<file path="src/rtl/nv_nvdla_cmac_reg_pkg.sv">
// Purpose : Shared constants for the CMAC register blocks. It holds the
//           address-space split, the OP_ENABLE offset, the group status
//           encodings and a helper that derives a group's status.
// Ports   : none (package).
package nv_nvdla_cmac_reg_pkg;

    // Offsets below this value belong to the single (non-ping-pong) group.
    localparam logic [11:0] S_SPACE_END  = 12'h008;
    // OP_ENABLE register inside a data group; bit0 is op_en.
    localparam logic [11:0] OP_EN_OFFSET = 12'h008;

    localparam logic [1:0] ST_IDLE    = 2'd0;
    localparam logic [1:0] ST_RUNNING = 2'd1;
    localparam logic [1:0] ST_PENDING = 2'd2;

    // A group owned by the consumer is running when enabled. Any other
    // enabled group is queued behind it.
    function automatic logic [1:0] group_status(input logic op_en, input logic is_consumer);
        if (!op_en) begin
            return ST_IDLE;
        end
        return is_consumer ? ST_RUNNING : ST_PENDING;
    endfunction

endpackage

</file>
<file path="src/rtl/nv_nvdla_cmac_reg_group_ctrl_if.sv">
// Purpose : CSB register port bundle between the bus host and the CMAC
//           group controller.
// Signals : reg_offset  (12) register offset
//           reg_wr_data (32) write data
//           reg_wr_en   (1)  single-cycle write strobe
//           reg_rd_data (32) combinational read data back to the host
// Modports: master = CSB host, slave = register controller.
interface nv_nvdla_cmac_reg_group_ctrl_if;
    logic [11:0] reg_offset;
    logic [31:0] reg_wr_data;
    logic        reg_wr_en;
    logic [31:0] reg_rd_data;

    modport master (
        output reg_offset,
        output reg_wr_data,
        output reg_wr_en,
        input  reg_rd_data
    );

    modport slave (
        input  reg_offset,
        input  reg_wr_data,
        input  reg_wr_en,
        output reg_rd_data
    );
endinterface

</file>
<file path="src/rtl/nv_nvdla_cmac_reg_op_en_flop.sv">
// Purpose : Per-group op_en flop. A group may only be enabled while it is
//           idle. It is cleared when the datapath reports done on it. When
//           an enable write and a done clear land in the same cycle, the
//           enable write wins.
// Ports   : clk, rstn   clock / async active-low reset
//           set_req     OP_ENABLE write aimed at this group
//           set_val     written bit0
//           clr_req     accepted done on this group
//           op_en       registered op_en
//           op_en_nxt   next-state value, so the top can look ahead
module nv_nvdla_cmac_reg_op_en_flop (
    input  logic clk,
    input  logic rstn,
    input  logic set_req,
    input  logic set_val,
    input  logic clr_req,
    output logic op_en,
    output logic op_en_nxt
);

    logic op_en_q;
    logic op_en_d;

    always_comb begin
        op_en_d = op_en_q;
        if (clr_req) begin
            op_en_d = 1'b0;
        end
        // An enabled group ignores OP_ENABLE writes. The exception is the
        // cycle in which its done clear lands: the group is leaving the
        // enabled state then, so the re-enable is accepted and overrides
        // the clear.
        if (set_req && (!op_en_q || clr_req)) begin
            op_en_d = set_val;
        end
    end

    always_ff @(posedge clk or negedge rstn) begin
        if (!rstn) begin
            op_en_q <= 1'b0;
        end else begin
            op_en_q <= op_en_d;
        end
    end

    assign op_en     = op_en_q;
    assign op_en_nxt = op_en_d;

endmodule

</file>
<file path="src/rtl/nv_nvdla_cmac_reg_group_ctrl.sv">
// Purpose : Ping-pong register group controller for CMAC. It decodes CSB
//           accesses to the single group or to data group D0/D1 (selected
//           by producer). It owns per-group op_en, the consumer pointer and
//           the group status. It drives reg2dp_op_en with a forced
//           one-cycle gap after every accepted done.
// Ports   : nvdla_core_clk / nvdla_core_rstn  clock, async active-low reset
//           csb                       CSB register port (slave modport)
//           s_reg_wr_en/s_reg_rd_data single-register block access
//           dN_reg_wr_en/dN_reg_rd_data data group config access
//           producer                  group targeted by CSB group accesses
//           consumer                  group the datapath executes
//           status_0/status_1         per-group status
//           dp2reg_done               layer-complete pulse
//           d0_op_en/d1_op_en         per-group op_en
//           reg2dp_op_en              registered datapath enable
module nv_nvdla_cmac_reg_group_ctrl
    import nv_nvdla_cmac_reg_pkg::*;
(
    input  logic                                nvdla_core_clk,
    input  logic                                nvdla_core_rstn,
    nv_nvdla_cmac_reg_group_ctrl_if.slave       csb,
    output logic                                s_reg_wr_en,
    input  logic [31:0]                         s_reg_rd_data,
    output logic                                d0_reg_wr_en,
    output logic                                d1_reg_wr_en,
    input  logic [31:0]                         d0_reg_rd_data,
    input  logic [31:0]                         d1_reg_rd_data,
    input  logic                                producer,
    output logic                                consumer,
    output logic [1:0]                          status_0,
    output logic [1:0]                          status_1,
    input  logic                                dp2reg_done,
    output logic                                d0_op_en,
    output logic                                d1_op_en,
    output logic                                reg2dp_op_en
);

    logic is_single;
    logic is_op_en;
    logic grp_wr;
    logic set0_req;
    logic set1_req;
    logic clr0_req;
    logic clr1_req;
    logic done_accepted;
    logic d0_op_en_nxt;
    logic d1_op_en_nxt;
    logic consumer_q;
    logic consumer_d;
    logic reg2dp_op_en_q;
    logic reg2dp_op_en_d;
    logic unused_wr_data;

    // Only bit0 of the write data matters here. The config registers
    // consume the full word.
    assign unused_wr_data = ^csb.reg_wr_data[31:1];

    // ---------------- address decode ----------------
    assign is_single = (csb.reg_offset < S_SPACE_END);
    assign is_op_en  = (csb.reg_offset == OP_EN_OFFSET);
    assign grp_wr    = csb.reg_wr_en & ~is_single;

    assign s_reg_wr_en  = csb.reg_wr_en & is_single;
    // The config of an enabled group is frozen. OP_ENABLE itself lives here,
    // not in the config block.
    assign d0_reg_wr_en = grp_wr & ~is_op_en & ~producer & ~d0_op_en;
    assign d1_reg_wr_en = grp_wr & ~is_op_en &  producer & ~d1_op_en;

    assign set0_req = grp_wr & is_op_en & ~producer;
    assign set1_req = grp_wr & is_op_en &  producer;

    always_comb begin
        csb.reg_rd_data = s_reg_rd_data;
        if (!is_single) begin
            if (is_op_en) begin
                csb.reg_rd_data = {31'b0, (producer ? d1_op_en : d0_op_en)};
            end else begin
                csb.reg_rd_data = producer ? d1_reg_rd_data : d0_reg_rd_data;
            end
        end
    end

    // ---------------- done handling ----------------
    // A done pulse only counts when the consumer group is actually enabled.
    assign done_accepted = dp2reg_done & (consumer_q ? d1_op_en : d0_op_en);
    assign clr0_req      = done_accepted & ~consumer_q;
    assign clr1_req      = done_accepted &  consumer_q;

    nv_nvdla_cmac_reg_op_en_flop u_d0_op_en (
        .clk       (nvdla_core_clk),
        .rstn      (nvdla_core_rstn),
        .set_req   (set0_req),
        .set_val   (csb.reg_wr_data[0]),
        .clr_req   (clr0_req),
        .op_en     (d0_op_en),
        .op_en_nxt (d0_op_en_nxt)
    );

    nv_nvdla_cmac_reg_op_en_flop u_d1_op_en (
        .clk       (nvdla_core_clk),
        .rstn      (nvdla_core_rstn),
        .set_req   (set1_req),
        .set_val   (csb.reg_wr_data[0]),
        .clr_req   (clr1_req),
        .op_en     (d1_op_en),
        .op_en_nxt (d1_op_en_nxt)
    );

    // ---------------- consumer / datapath enable ----------------
    always_comb begin
        consumer_d = consumer_q ^ done_accepted;
        // Look at the next consumer's next op_en, so an enable write shows up
        // on the very next cycle. After an accepted done, the enable is held
        // low for one cycle so the datapath sees a clean layer boundary.
        reg2dp_op_en_d = ~done_accepted & (consumer_d ? d1_op_en_nxt : d0_op_en_nxt);
    end

    always_ff @(posedge nvdla_core_clk or negedge nvdla_core_rstn) begin
        if (!nvdla_core_rstn) begin
            consumer_q     <= 1'b0;
            reg2dp_op_en_q <= 1'b0;
        end else begin
            consumer_q     <= consumer_d;
            reg2dp_op_en_q <= reg2dp_op_en_d;
        end
    end

    assign consumer     = consumer_q;
    assign reg2dp_op_en = reg2dp_op_en_q;
    assign status_0     = group_status(d0_op_en, ~consumer_q);
    assign status_1     = group_status(d1_op_en,  consumer_q);

endmodule

</file>
<file path="src/flat_wrapper.sv">
// flat-port wrapper written by rule: the top's interface ports become plain ports
module nv_nvdla_cmac_reg_group_ctrl_flat import nv_nvdla_cmac_reg_pkg::*;
  (nvdla_core_clk, nvdla_core_rstn, s_reg_wr_en, s_reg_rd_data, d0_reg_wr_en, d1_reg_wr_en, d0_reg_rd_data, d1_reg_rd_data, producer, consumer, status_0, status_1, dp2reg_done, d0_op_en, d1_op_en, reg2dp_op_en, csb_reg_offset, csb_reg_wr_data, csb_reg_wr_en, csb_reg_rd_data);
  nv_nvdla_cmac_reg_group_ctrl_if csb_i ();
  input  logic nvdla_core_clk;
  input  logic nvdla_core_rstn;
  output logic s_reg_wr_en;
  input  logic [31:0] s_reg_rd_data;
  output logic d0_reg_wr_en;
  output logic d1_reg_wr_en;
  input  logic [31:0] d0_reg_rd_data;
  input  logic [31:0] d1_reg_rd_data;
  input  logic producer;
  output logic consumer;
  output logic [1:0] status_0;
  output logic [1:0] status_1;
  input  logic dp2reg_done;
  output logic d0_op_en;
  output logic d1_op_en;
  output logic reg2dp_op_en;
  input wire logic [$bits(csb_i.reg_offset)-1:0] csb_reg_offset;
  input wire logic [$bits(csb_i.reg_wr_data)-1:0] csb_reg_wr_data;
  input wire logic [$bits(csb_i.reg_wr_en)-1:0] csb_reg_wr_en;
  output wire logic [$bits(csb_i.reg_rd_data)-1:0] csb_reg_rd_data;
  assign csb_i.reg_offset = csb_reg_offset;
  assign csb_i.reg_wr_data = csb_reg_wr_data;
  assign csb_i.reg_wr_en = csb_reg_wr_en;
  assign csb_reg_rd_data = csb_i.reg_rd_data;
  nv_nvdla_cmac_reg_group_ctrl u_core (.nvdla_core_clk(nvdla_core_clk), .nvdla_core_rstn(nvdla_core_rstn), .csb(csb_i), .s_reg_wr_en(s_reg_wr_en), .s_reg_rd_data(s_reg_rd_data), .d0_reg_wr_en(d0_reg_wr_en), .d1_reg_wr_en(d1_reg_wr_en), .d0_reg_rd_data(d0_reg_rd_data), .d1_reg_rd_data(d1_reg_rd_data), .producer(producer), .consumer(consumer), .status_0(status_0), .status_1(status_1), .dp2reg_done(dp2reg_done), .d0_op_en(d0_op_en), .d1_op_en(d1_op_en), .reg2dp_op_en(reg2dp_op_en));
endmodule
</file>
<file path="config.mk">
export PLATFORM = sky130hd
export DESIGN_NAME = nv_nvdla_cmac_reg_group_ctrl_flat
export DESIGN_NICKNAME = d
export VERILOG_FILES = /design/src/rtl/nv_nvdla_cmac_reg_pkg.sv /design/src/rtl/nv_nvdla_cmac_reg_group_ctrl_if.sv /design/src/rtl/nv_nvdla_cmac_reg_op_en_flop.sv /design/src/rtl/nv_nvdla_cmac_reg_group_ctrl.sv /design/src/flat_wrapper.sv
export SDC_FILE = /design/constraint.sdc
export NUM_CORES = 1
export LEC_CHECK = 0
export ABC_AREA = 1
export CAP_MARGIN = 20
export CORE_ASPECT_RATIO = 0.5
export CORE_UTILIZATION = 22
export DETAILED_ROUTE_END_ITERATION = 6
export HOLD_SLACK_MARGIN = 0.1
export MAX_ROUTING_LAYER = met4
export PLACE_DENSITY = 0.79
export REMOVE_ABC_BUFFERS = 1
export SYNTH_ARGS = -nofsm -noshare
export SYNTH_HDL_FRONTEND = slang
export SYNTH_SLANG_ARGS = --single-unit
export TNS_END_PERCENT = 100
</file>
<file path="constraint.sdc">
create_clock -name nvdla_core_clk -period 1.6 [get_ports nvdla_core_clk]
set_clock_uncertainty 0.1 [all_clocks]
set_input_delay 0.32 -clock nvdla_core_clk [delete_from_list [all_inputs] [get_ports nvdla_core_clk]]
set_output_delay 0.32 -clock nvdla_core_clk [all_outputs]
set_load 0.005 [all_outputs]
</file>
==> run summary, run 1 <==
• 502 mW/mm^2 — pwr dens
• 207 ps — worst-case hold slack
• 124% — final worst path period share
• 2 — maximum number of buffers from clock root to sink
• primary output — endpoint class of the critical path
• 240 ps — maximum cell stage delay along the critical path
• u_core.consumer$_DFF_PN0_ — launching point of the worst reg2reg path
• 0 — Hold-fix buffers, CTS
• 24 — pin count of the biggest net entering global routing
• negative setup slack — failing checks
• 26.1% — global-route total usage across every layer
• 0.559 mV — worst supply voltage drop on vdd
• 213 — Cells after Synth
• 0 — max-cap viol count
• buf_6 -> nor2_4 -> nand2_2 -> inv_2 -> nand2_4 -> nor2_4 -> buf_12 -> buf_12 -> buf_16 -> a311oi_2 -> buf_2 — list of cells traversed by the critical path
• 3 — Inserted Clock Buffers
• 100% — Synth async-reset ratio
• 9 — Worst Reg2Reg Path Length in Cells
• 64.4% — fraction of the core area covered by cells at the end of the flow
• 0 — number of remaining DRC errors
• 5150 um — post-DP HPWL
• 35 — setup violation total in the final timing report
• 0 — count of antenna-violating nets left after detailed routing
• dfrtp_1 — top flip-flop cell by instance count after synthesis
• primary input to primary output — path type of the worst setup path
• 0.00129 sq mm — Syn Std Cell Area
• 433 — fill count
• done — TritonCTS clock tree
• 79 x nand2_1, 45 x nor2_1, 27 x a311oi_2 — commonest cells in the synthesized netlist
• 2323 — total number of vias
• 178% — signed area change from the synthesized netlist to the final layout
• 505 MHz — upper clock frequency limit
• 19 — standard-cell rows
• 110 um — die boundary width
• 56.1 um — die height
• clkbuf_16 — clock root buffer master
• 0.00619 sq mm — Die Footprint
• 0 — number of max-slew violations in the final report
• 43.5% — fraction of final layout cells sized beyond drive strength 1
• primary input — Critical Path Start Type
• 2438 — vias in the first global route
• 1560 ps — critical path data arrival time
• 473 — Final Non-Filler Cells
• 7.77% — post-synthesis sequential area ratio
• 8090 um — Final Routed Wirelength
• u_core.reg2dp_op_en$_DFF_PN0_ — endpoint of the worst-slack reg-to-reg timing path
• nand2_1 — top-count cell post-synth
• 12000 um — first-pass GRT wire length
• 4.91 — via-per-instance ratio
• true — unrepaired setup endpoints after global routing
• 83.1% — Max transition margin
• 1 — H-tree levels
• 110 — DRC violation total after the first TritonRoute iteration
• a311oi_2 — Worst path slowest cell
• complete, but fails checks — status
• 0 — Post-synth EDFFs
• 0 — total overflow reported by the global router
• 4 — TritonCTS Sinks
• 0.878 — global placement routability congestion
• 156 — PortBufs
• 0 — initial antenna violation count
• 30 ps — Clk pin slew, worst setup/hold paths
• 549 — nets
• 6.05 sq um — average cell area after synthesis
• 0 — Final Hold Fails
• 220 ps — clock latency on the worst-skew pair
• a311oi_2 31%, nand2_1 23%, nor2_1 13% — main area contributors after synthesis
• 0 — number of warnings issued by yosys
• -380 ps — Final Worst Setup Slack
• 251 ps — measured slew at the worst slew-check pin
• 17.1 um — Wirelength per Cell
• 23.2% — starting utilization of the core area
• primary input to async pin — class of the most critical hold timing path
• 5 — worst-path fanout max
• 1.66 nW — Static Leak
• 0.00556 sq mm — placeable core region
• 445 — Placed Instances
• 4 — post-synthesis register bit count
• 5 — router iterations before antenna repair
• 188 — # IOs
• 20 ps — setup slack on the worst flop-to-flop path
• 20 — count of cell types in the netlist
• 31.5% — share of the synthesized area in the top cell type
• 1980 ps — post-layout minimum cycle time
• 1180 ps — endpoint required time on the critical path
• a311oi_2 — Yosys top cell by area
• 0 — n_diodes
-- cells by family (layout without fill, tap and decap cells) --
| group | count (synthesis) | in the layout | synth area share (%) |
|---|---|---|---|
| and+or+nand+nor | 133 | 133 | 40.0 |
| buffers and inverters | 38 | 225 | 14.0 |
| DFF | 4 | 4 | 7.77 |
| AOI/OAI and AO/OA | 36 | 36 | 36.3 |
| adders and majority gates | 2 | 2 | 1.94 |
-- report_power, final --
part           total, mW  leakage [nW]  switching [mW]  internal, mW
logic               1.21          1.57           0.458         0.756
registers          0.198        0.0503          0.0463         0.152
clock network      0.387        0.0370          0.0681         0.319
-- area by class of cell --
class / count / area [sq um] / area share (%)
clock buffer: 3 / 75.1 / 2.09
inverter: 21 / 78.8 / 2.20
multi-input combinational: 171 / 1220 / 34.0
sequential: 4 / 101 / 2.83
tap: 73 / 91.3 / 2.55
timing repair buffer: 201 / 2020 / 56.4
-- worst max-delay path, delay by kind of cell --
kind,cells,cell delay [ps]
compound gates,1,240
simple gates,4,260
buf+inv,6,730
-- placed cells by master, fill, tap and decap left out --
| master | count |
|---|---|
| a21oi_1 | 1 |
| clkinv_1 | 1 |
| nor3_2 | 2 |
| nor2_1 | 27 |
| ha_4 | 1 |
| buf_16 | 7 |
| or2_4 | 1 |
| o21ai_0 | 1 |
| buf_8 | 1 |
| clkbuf_2 | 1 |
| buf_4 | 22 |
| nand2_2 | 4 |
| buf_12 | 8 |
| ha_1 | 1 |
| inv_1 | 10 |
| nand2_1 | 72 |
| nand3_4 | 1 |
| dlygate4sd2_1 | 5 |
| a311oi_2 | 30 |
| o21ai_1 | 1 |
| nand4_1 | 2 |
| buf_6 | 18 |
| nand3_2 | 1 |
| o21bai_2 | 1 |
| clkdlybuf4s15_2 | 1 |
| bufbuf_16 | 1 |
| dfrtp_1 | 3 |
| nand2_4 | 3 |
| o21ai_2 | 1 |
| dfrtp_2 | 1 |
| nor2_4 | 9 |
| buf_2 | 36 |
| inv_2 | 10 |
| nor2_2 | 10 |
| a311oi_4 | 1 |
| nand3_1 | 1 |
| clkdlybuf4s50_1 | 101 |
| clkbuf_16 | 3 |
-- worst max-delay path by stage --
stage,start,endpoint,slack [ps],depth (start not counted)
final,csb_reg_offset[9],csb_reg_rd_data[2],-380,11
after global routing,csb_reg_offset[9],csb_reg_rd_data[2],-430,11
after CTS,csb_reg_offset[5],csb_reg_rd_data[21],-360,9
after detailed placement,csb_reg_offset[3],csb_reg_rd_data[0],-1060,10
after global placement,csb_reg_offset[10],csb_reg_rd_data[13],-1050,8
after floorplan,csb_reg_offset[8],d0_reg_wr_en,-1140,6
-- through the flow --
step	total power, mW	cell area (sq um)	setup WS, ps	setup TNS [ps]
6_report	1.80	3580	-380	-10520
5_1_grt	1.91	3580	-425	-12690
4_1_cts	1.71	3580	-361	-10170
3_5_place_dp	1.26	3090	-1060	-34970
2_1_floorplan	0.500	1190	-1140	-39170
3_3_place_gp	1.24	3090	-1050	-34000
-- sequential cells by signal, indices dropped and copies added, names as in the netlist --
register and count:
u_core.reg2dp_op_en 1, u_core.consumer 1, u_core.u_d0_op_en.op_en 1, u_core.u_d1_op_en.op_en 1
-- layer usage --
layer,vias to the layer above,wire (um),part of all wire [%],track usage [%]
met4,0,327,4.0,12.4
met3,39,423,5.2,3.86
met5,-,0,0,-
met1,1078,3160,39,28.8
li1,1089,-,-,-
met2,117,4180,52,46.1
-- repair_timing --
action                     in CTS  in global routing
setup buffers                  22                  3
hold endpoints to repair        0                  0
cloned                          9                  0
resized for setup             256                 32
setup endpoints to repair      44                 38
pin swaps                      34                 19
No activity file was read; power rests on OpenSTA's default activity.
==> run 2, diff against run 1 <==
--- a/config.mk
+++ b/config.mk
@@ -12,7 +12,7 @@
 export DETAILED_ROUTE_END_ITERATION = 6
 export HOLD_SLACK_MARGIN = 0.1
 export MAX_ROUTING_LAYER = met4
-export PLACE_DENSITY = 0.79
+export PLACE_DENSITY_LB_ADDON = 0.08
 export REMOVE_ABC_BUFFERS = 1
 export SYNTH_ARGS = -nofsm -noshare
 export SYNTH_HDL_FRONTEND = slang
==> run 2 against run 1 <==
Net effect:
- the flow still finishes with violations (negative setup slack)
- largest cell class unchanged
- wire length fell by 22%
- core utilization fell by 2.2 points
- non-clock buffer count fell by 2
- largest power group unchanged
- highest routed layer unchanged
- flip-flop and latch count did not move
- register-to-register slack barely moved
- final cell count fell by 0.42%
- worst hold slack got worse by 9.5 ps
==> run summary, run 2 (synthesis gave the netlist of run 1 again) <==
• primary input to primary output — path type of the worst setup path
• 4340 um — post-DP HPWL
• 4 — router iterations before antenna repair
• 40.5% — fraction of final layout cells sized beyond drive strength 1
• 1510 ps — critical path data arrival time
• 230 ps — maximum cell stage delay along the critical path
• 0.00308 sq mm — Area after DPL
• 9430 um — first-pass GRT wire length
• 4.48 — via-per-instance ratio
• 0 — number of remaining DRC errors
• 30 ps — Clk pin slew, worst setup/hold paths
• 110 um — die boundary width
• 0 — max-cap viol count
• 4 — buffering stage count on the worst path with inverters included
• -335 ps — Final Worst Setup Slack
• 0 — count of antenna-violating nets left after detailed routing
• primary input — Critical Path Start Type
• 168% — signed area change from the synthesized netlist to the final layout
• 0 — initial antenna violation count
• 1930 ps — post-layout minimum cycle time
• 0 — total overflow reported by the global router
• 506 mW/mm^2 — pwr dens
• 9 — Worst Reg2Reg Path Length in Cells
• u_core.consumer$_DFF_PN0_ — launching point of the worst reg2reg path
• 121% — final worst path period share
• 0.775 — global placement routability congestion
• complete, but fails checks — status
• 19 — standard-cell rows
• clkbuf_16 — clock root buffer master
• 101 x clkdlybuf4s50_1, 76 x nand2_1, 33 x buf_2 — top library cells by usage in the layout, fill and taps aside
• 19 — pin count of the biggest net entering global routing
• 56.1 um — die height
• 58 — DRC violation total after the first TritonRoute iteration
• 20 ps — setup slack on the worst flop-to-flop path
• primary input to async pin — class of the most critical hold timing path
• buf_6 -> nor2_4 -> nand2_2 -> nor2_4 -> nand2_4 -> buf_6 -> buf_16 -> a311oi_2 -> buf_2 — list of cells traversed by the critical path
• clkdlybuf4s50_1 — most frequent standard cell in the layout excluding fill and tap cells
• buffers and inverters — top cell family by delay on the critical path
• csb_reg_offset[10] — timing startpoint of the critical path
• 1 — H-tree levels
• 0 — number of max-slew violations in the final report
• 156 — PortBufs
• 1.06 mV — worst supply voltage drop on vdd
• 211 ps — measured slew at the worst slew-check pin
• 85.9% — Max transition margin
• 35 — setup violation total in the final timing report
• 4 — TritonCTS Sinks
• 0.00346 sq mm — cell area after layout
• -7600 ps — summed negative setup slack over all endpoints
• 1.59 nW — Static Leak
• 0 — n_diodes
• true — unrepaired setup endpoints after global routing
• u_core.reg2dp_op_en$_DFF_PN0_ — endpoint of the worst-slack reg-to-reg timing path
• 0.00619 sq mm — Die Footprint
• 6 — worst-path fanout max
• 230 ps — clock latency on the worst-skew pair
• 20.0% — global-route total usage across every layer
• 188 — # IOs
• negative setup slack — failing checks
• 517 MHz — upper clock frequency limit
• 1180 ps — endpoint required time on the critical path
• 23.2% — starting utilization of the core area
• 13.5 um — Wirelength per Cell
• 6340 um — Final Routed Wirelength
• 2 — maximum number of buffers from clock root to sink
• 198 ps — worst-case hold slack
• 547 — nets
• 2030 — vias in the first global route
• -1050 ps — Place WS
• 0.00556 sq mm — placeable core region
• 509 — fill count
• done — TritonCTS clock tree
• 2111 — total number of vias
• 3 — Inserted Clock Buffers
• 0 — Final Hold Fails
• primary output — endpoint class of the critical path
• a311oi_2 — Worst path slowest cell
## run 2: cell types whose count changed in the layout (fill, tap and decap cells not counted), moves of 3 or more
cell,change
inv_1,+4
clkbuf_2,+4
buf_2,-3
nand2_1,+4
buf_12,-3
inv_2,-3
buf_4,-3
## run 2: metal layers
| layer | track usage (%) | up-vias | part of all wire, % |
|---|---|---|---|
| li1 | - | 1090 | - |
| met5 | - | - | 0 |
| met2 | 38.1 | 63 | 52 |
| met3 | 2.34 | 5 | 6.4 |
| met4 | 4.32 | 0 | 0.96 |
| met1 | 22.1 | 953 | 41 |
## run 2: worst max path at each step
stage                                      to  depth (start not counted)
final                      csb_reg_rd_data[8]                          9
after floorplan                  d0_reg_wr_en                          6
after global placement    csb_reg_rd_data[13]                          8
after global routing       csb_reg_rd_data[8]                          9
after CTS                 csb_reg_rd_data[20]                          9
after detailed placement   csb_reg_rd_data[3]                          8
## run 2: area by class of cell
type,instances,area (sq um),area share [%]
inverter,21,78.8,2.28
multi-input combinational,171,1160,33.6
clock buffer,3,75.1,2.17
timing repair buffer,199,1950,56.5
sequential,4,100,2.89
tap,73,91.3,2.64
## run 2: per-stage QoR
| stage | instances | utilization, % | power (mW) |
|---|---|---|---|
| 6_report | 471 | 62.2 | 1.75 |
| 5_1_grt | 471 | 62.2 | 1.86 |
| 4_1_cts | 468 | 60.9 | 1.69 |
| 3_5_place_dp | 447 | 55.3 | 1.22 |
| 3_3_place_gp | 447 | 55.3 | 1.21 |
| 2_1_floorplan | 196 | - | 0.500 |
## run 2: timing repair
item / 4_1_cts / 5_1_grt
gates cloned: 7 / 0
setup endpoints to repair: 44 / 36
pin swaps: 14 / 13
setup buffers: 11 / 4
gates resized for setup: 204 / 59
hold buffers: 0 / 0
## run 2: worst reg2reg max path: stages (launching register included)
cell,delay [ps]
dfrtp_1,400
buf_4,150
buf_6,110
buf_4,130
inv_1,60
ha_1,230
inv_1,110
nand3_2,80
nand2_1,60
nor2_1,40
## run 2: power breakdown
part	internal [mW]	switching, mW	total [mW]
clock	0.320	0.0783	0.398
combinational	0.740	0.425	1.16
sequential	0.149	0.0389	0.188
total	1.21	0.542	1.75
==> run 3, diff against run 2 <==
--- a/config.mk
+++ b/config.mk
@@ -9,8 +9,9 @@
 export CAP_MARGIN = 20
 export CORE_ASPECT_RATIO = 0.5
 export CORE_UTILIZATION = 22
+export CTS_CLUSTER_DIAMETER = 80
 export DETAILED_ROUTE_END_ITERATION = 6
-export HOLD_SLACK_MARGIN = 0.1
+export HOLD_SLACK_MARGIN = 0.08
 export MAX_ROUTING_LAYER = met4
 export PLACE_DENSITY_LB_ADDON = 0.08
 export REMOVE_ABC_BUFFERS = 1
==> results of run 3 <==
Same layout as run 2: the final DEF is identical, and so are final timing and power.
==> edit, RTL diff (config.mk and constraints of run 2) <==
Register the outputs `s_reg_wr_en`, `d0_reg_wr_en`, `d1_reg_wr_en`, `status_0` and `status_1`, without a reset; this adds one clock of latency there. The other outputs are not delayed to match.
--- a/src/rtl/nv_nvdla_cmac_reg_group_ctrl.sv
+++ b/src/rtl/nv_nvdla_cmac_reg_group_ctrl.sv
@@ -60,11 +60,8 @@
     assign is_op_en  = (csb.reg_offset == OP_EN_OFFSET);
     assign grp_wr    = csb.reg_wr_en & ~is_single;
 
-    assign s_reg_wr_en  = csb.reg_wr_en & is_single;
     // The config of an enabled group is frozen. OP_ENABLE itself lives here,
     // not in the config block.
-    assign d0_reg_wr_en = grp_wr & ~is_op_en & ~producer & ~d0_op_en;
-    assign d1_reg_wr_en = grp_wr & ~is_op_en &  producer & ~d1_op_en;
 
     assign set0_req = grp_wr & is_op_en & ~producer;
     assign set1_req = grp_wr & is_op_en &  producer;
@@ -127,8 +124,13 @@
 
     assign consumer     = consumer_q;
     assign reg2dp_op_en = reg2dp_op_en_q;
-    assign status_0     = group_status(d0_op_en, ~consumer_q);
-    assign status_1     = group_status(d1_op_en,  consumer_q);
+    always_ff @(posedge nvdla_core_clk) begin
+        s_reg_wr_en  <= csb.reg_wr_en & is_single;
+        d0_reg_wr_en <= grp_wr & ~is_op_en & ~producer & ~d0_op_en;
+        d1_reg_wr_en <= grp_wr & ~is_op_en &  producer & ~d1_op_en;
+        status_0     <= group_status(d0_op_en, ~consumer_q);
+        status_1     <= group_status(d1_op_en,  consumer_q);
+    end
 
 endmodule
 
Formal check against the unedited RTL: not equivalent (Yosys sat finds a counterexample within 4 cycles, from zero or initial values and one cycle with nvdla_core_rstn low).
==> edit against run 2 <==
Clock power is 12% higher. Design area is 9.9% higher. Worst setup slack worse by 0.021 ns. Synthesized area is 11% higher. The flow still finishes with violations (setup timing). Register-to-register slack worse by 0.05 ns. Die area is 11% higher. Largest power group unchanged. Wire length is 15% higher. Synthesized cell count is 3.3% higher. Combinational power is 11% lower. Sequential cell count is 7 higher. First-iteration DRC count is 8.6% lower. Power is 7.1% higher. Final cell count is 5.9% higher.
==> edit: results (changes against run 2) <==
[outcome]
status = finished with violations  ; unchanged
failed_checks = setup timing  ; unchanged

[detailed_routing]
wl_met2_mm = 3.58  ; was 3.29 mm
wire_per_inst_um = 14.6  ; was 13.5 µm
top_layer = met3  ; was met4
via_per_inst = 4.47  ; was 4.48
met1_length_mm = 3.34  ; was 2.58 mm
vias = 2232  ; was 2111
wl_met3_um = 358  ; was 405 µm

[synth]
ys_top_cells_by_count = 79 x nand2_1, 44 x nor2_1, 27 x a311oi_2  ; was 79 x nand2_1, 45 x nor2_1, 27 x a311oi_2
avgSynthCellArea_um2 = 6.51  ; was 6.05 µm²
synth_compound_area_frac = 0.327  ; was 0.363
synthFlopType = dfxtp_1  ; was dfrtp_1
synthArstFlopShare = 0.364  ; was 1.00
yosys.area_share.adder = 0.0175  ; was 0.0194

[pwr]
intPower_mw = 1.35  ; was 1.21 mW
power_clock_mw = 0.445  ; was 0.398 mW
power.leakage_nw = 1.73  ; was 1.59 nW
ir_drop_mv = 0.791  ; was 1.06 mV
p_comb_mw = 1.03  ; was 1.16 mW

[global_routing]
grt_pass1_vias = 2264  ; was 2030
grt_use_met3 = 0.0235  ; was 0.0234

[timing]
fin_hold_ws_ns = 0.191  ; was 0.198 ns
finalSetupTns_ns = -10.21  ; was -7.60 ns
slew_headroom = 0.841  ; was 0.859
setup_ws_ns = -0.355  ; was -0.335 ns
fmax_mhz = 511  ; was 517 MHz
setup_violations = 34  ; was 35

[critical_path]
ff2ff_setup_slack_ns = -0.03  ; was 0.02 ns
cp-endpoint = csb_reg_rd_data[28]  ; was csb_reg_rd_data[8]
worstPathArrival_ns = 1.54  ; was 1.51 ns

[place]
place_ws_ns = -0.996  ; was -1.05 ns
placed_area_mm2 = 0.00321  ; was 0.00308 mm²
hpwlAfterDp_mm = 4.39  ; was 4.34 mm

## edit: cell types whose count changed after synthesis, sizes merged
| cell | run 2 | this run |
|---|---|---|
| buf | 10 | 11 |
| clkbuf | 7 | 6 |
| dfxtp | 0 | 7 |
## edit: timing repair
item	in CTS	in global routing
pin swaps	31	29
buffers inserted	33	4
endpoints found under the setup margin	36	35
resized for setup	241	12
cloned	10	2
## edit: critical path: stages
cell and delay [ns]:
buf_6 0.09, nor2_4 0.09, nand2_2 0.08, nor2_4 0.14, nand2_4 0.11, buf_12 0.17
buf_16 0.14, a311oi_2 0.23, buf_2 0.16
## edit: layout make-up
type,count,share of cell area
Multi-Input combinational cell,171,0.300
Clock buffer,4,0.0207
Sequential cell,11,0.0632
Tap cell,88,0.0290
Inverter,21,0.0211
Timing Repair Buffer,204,0.566
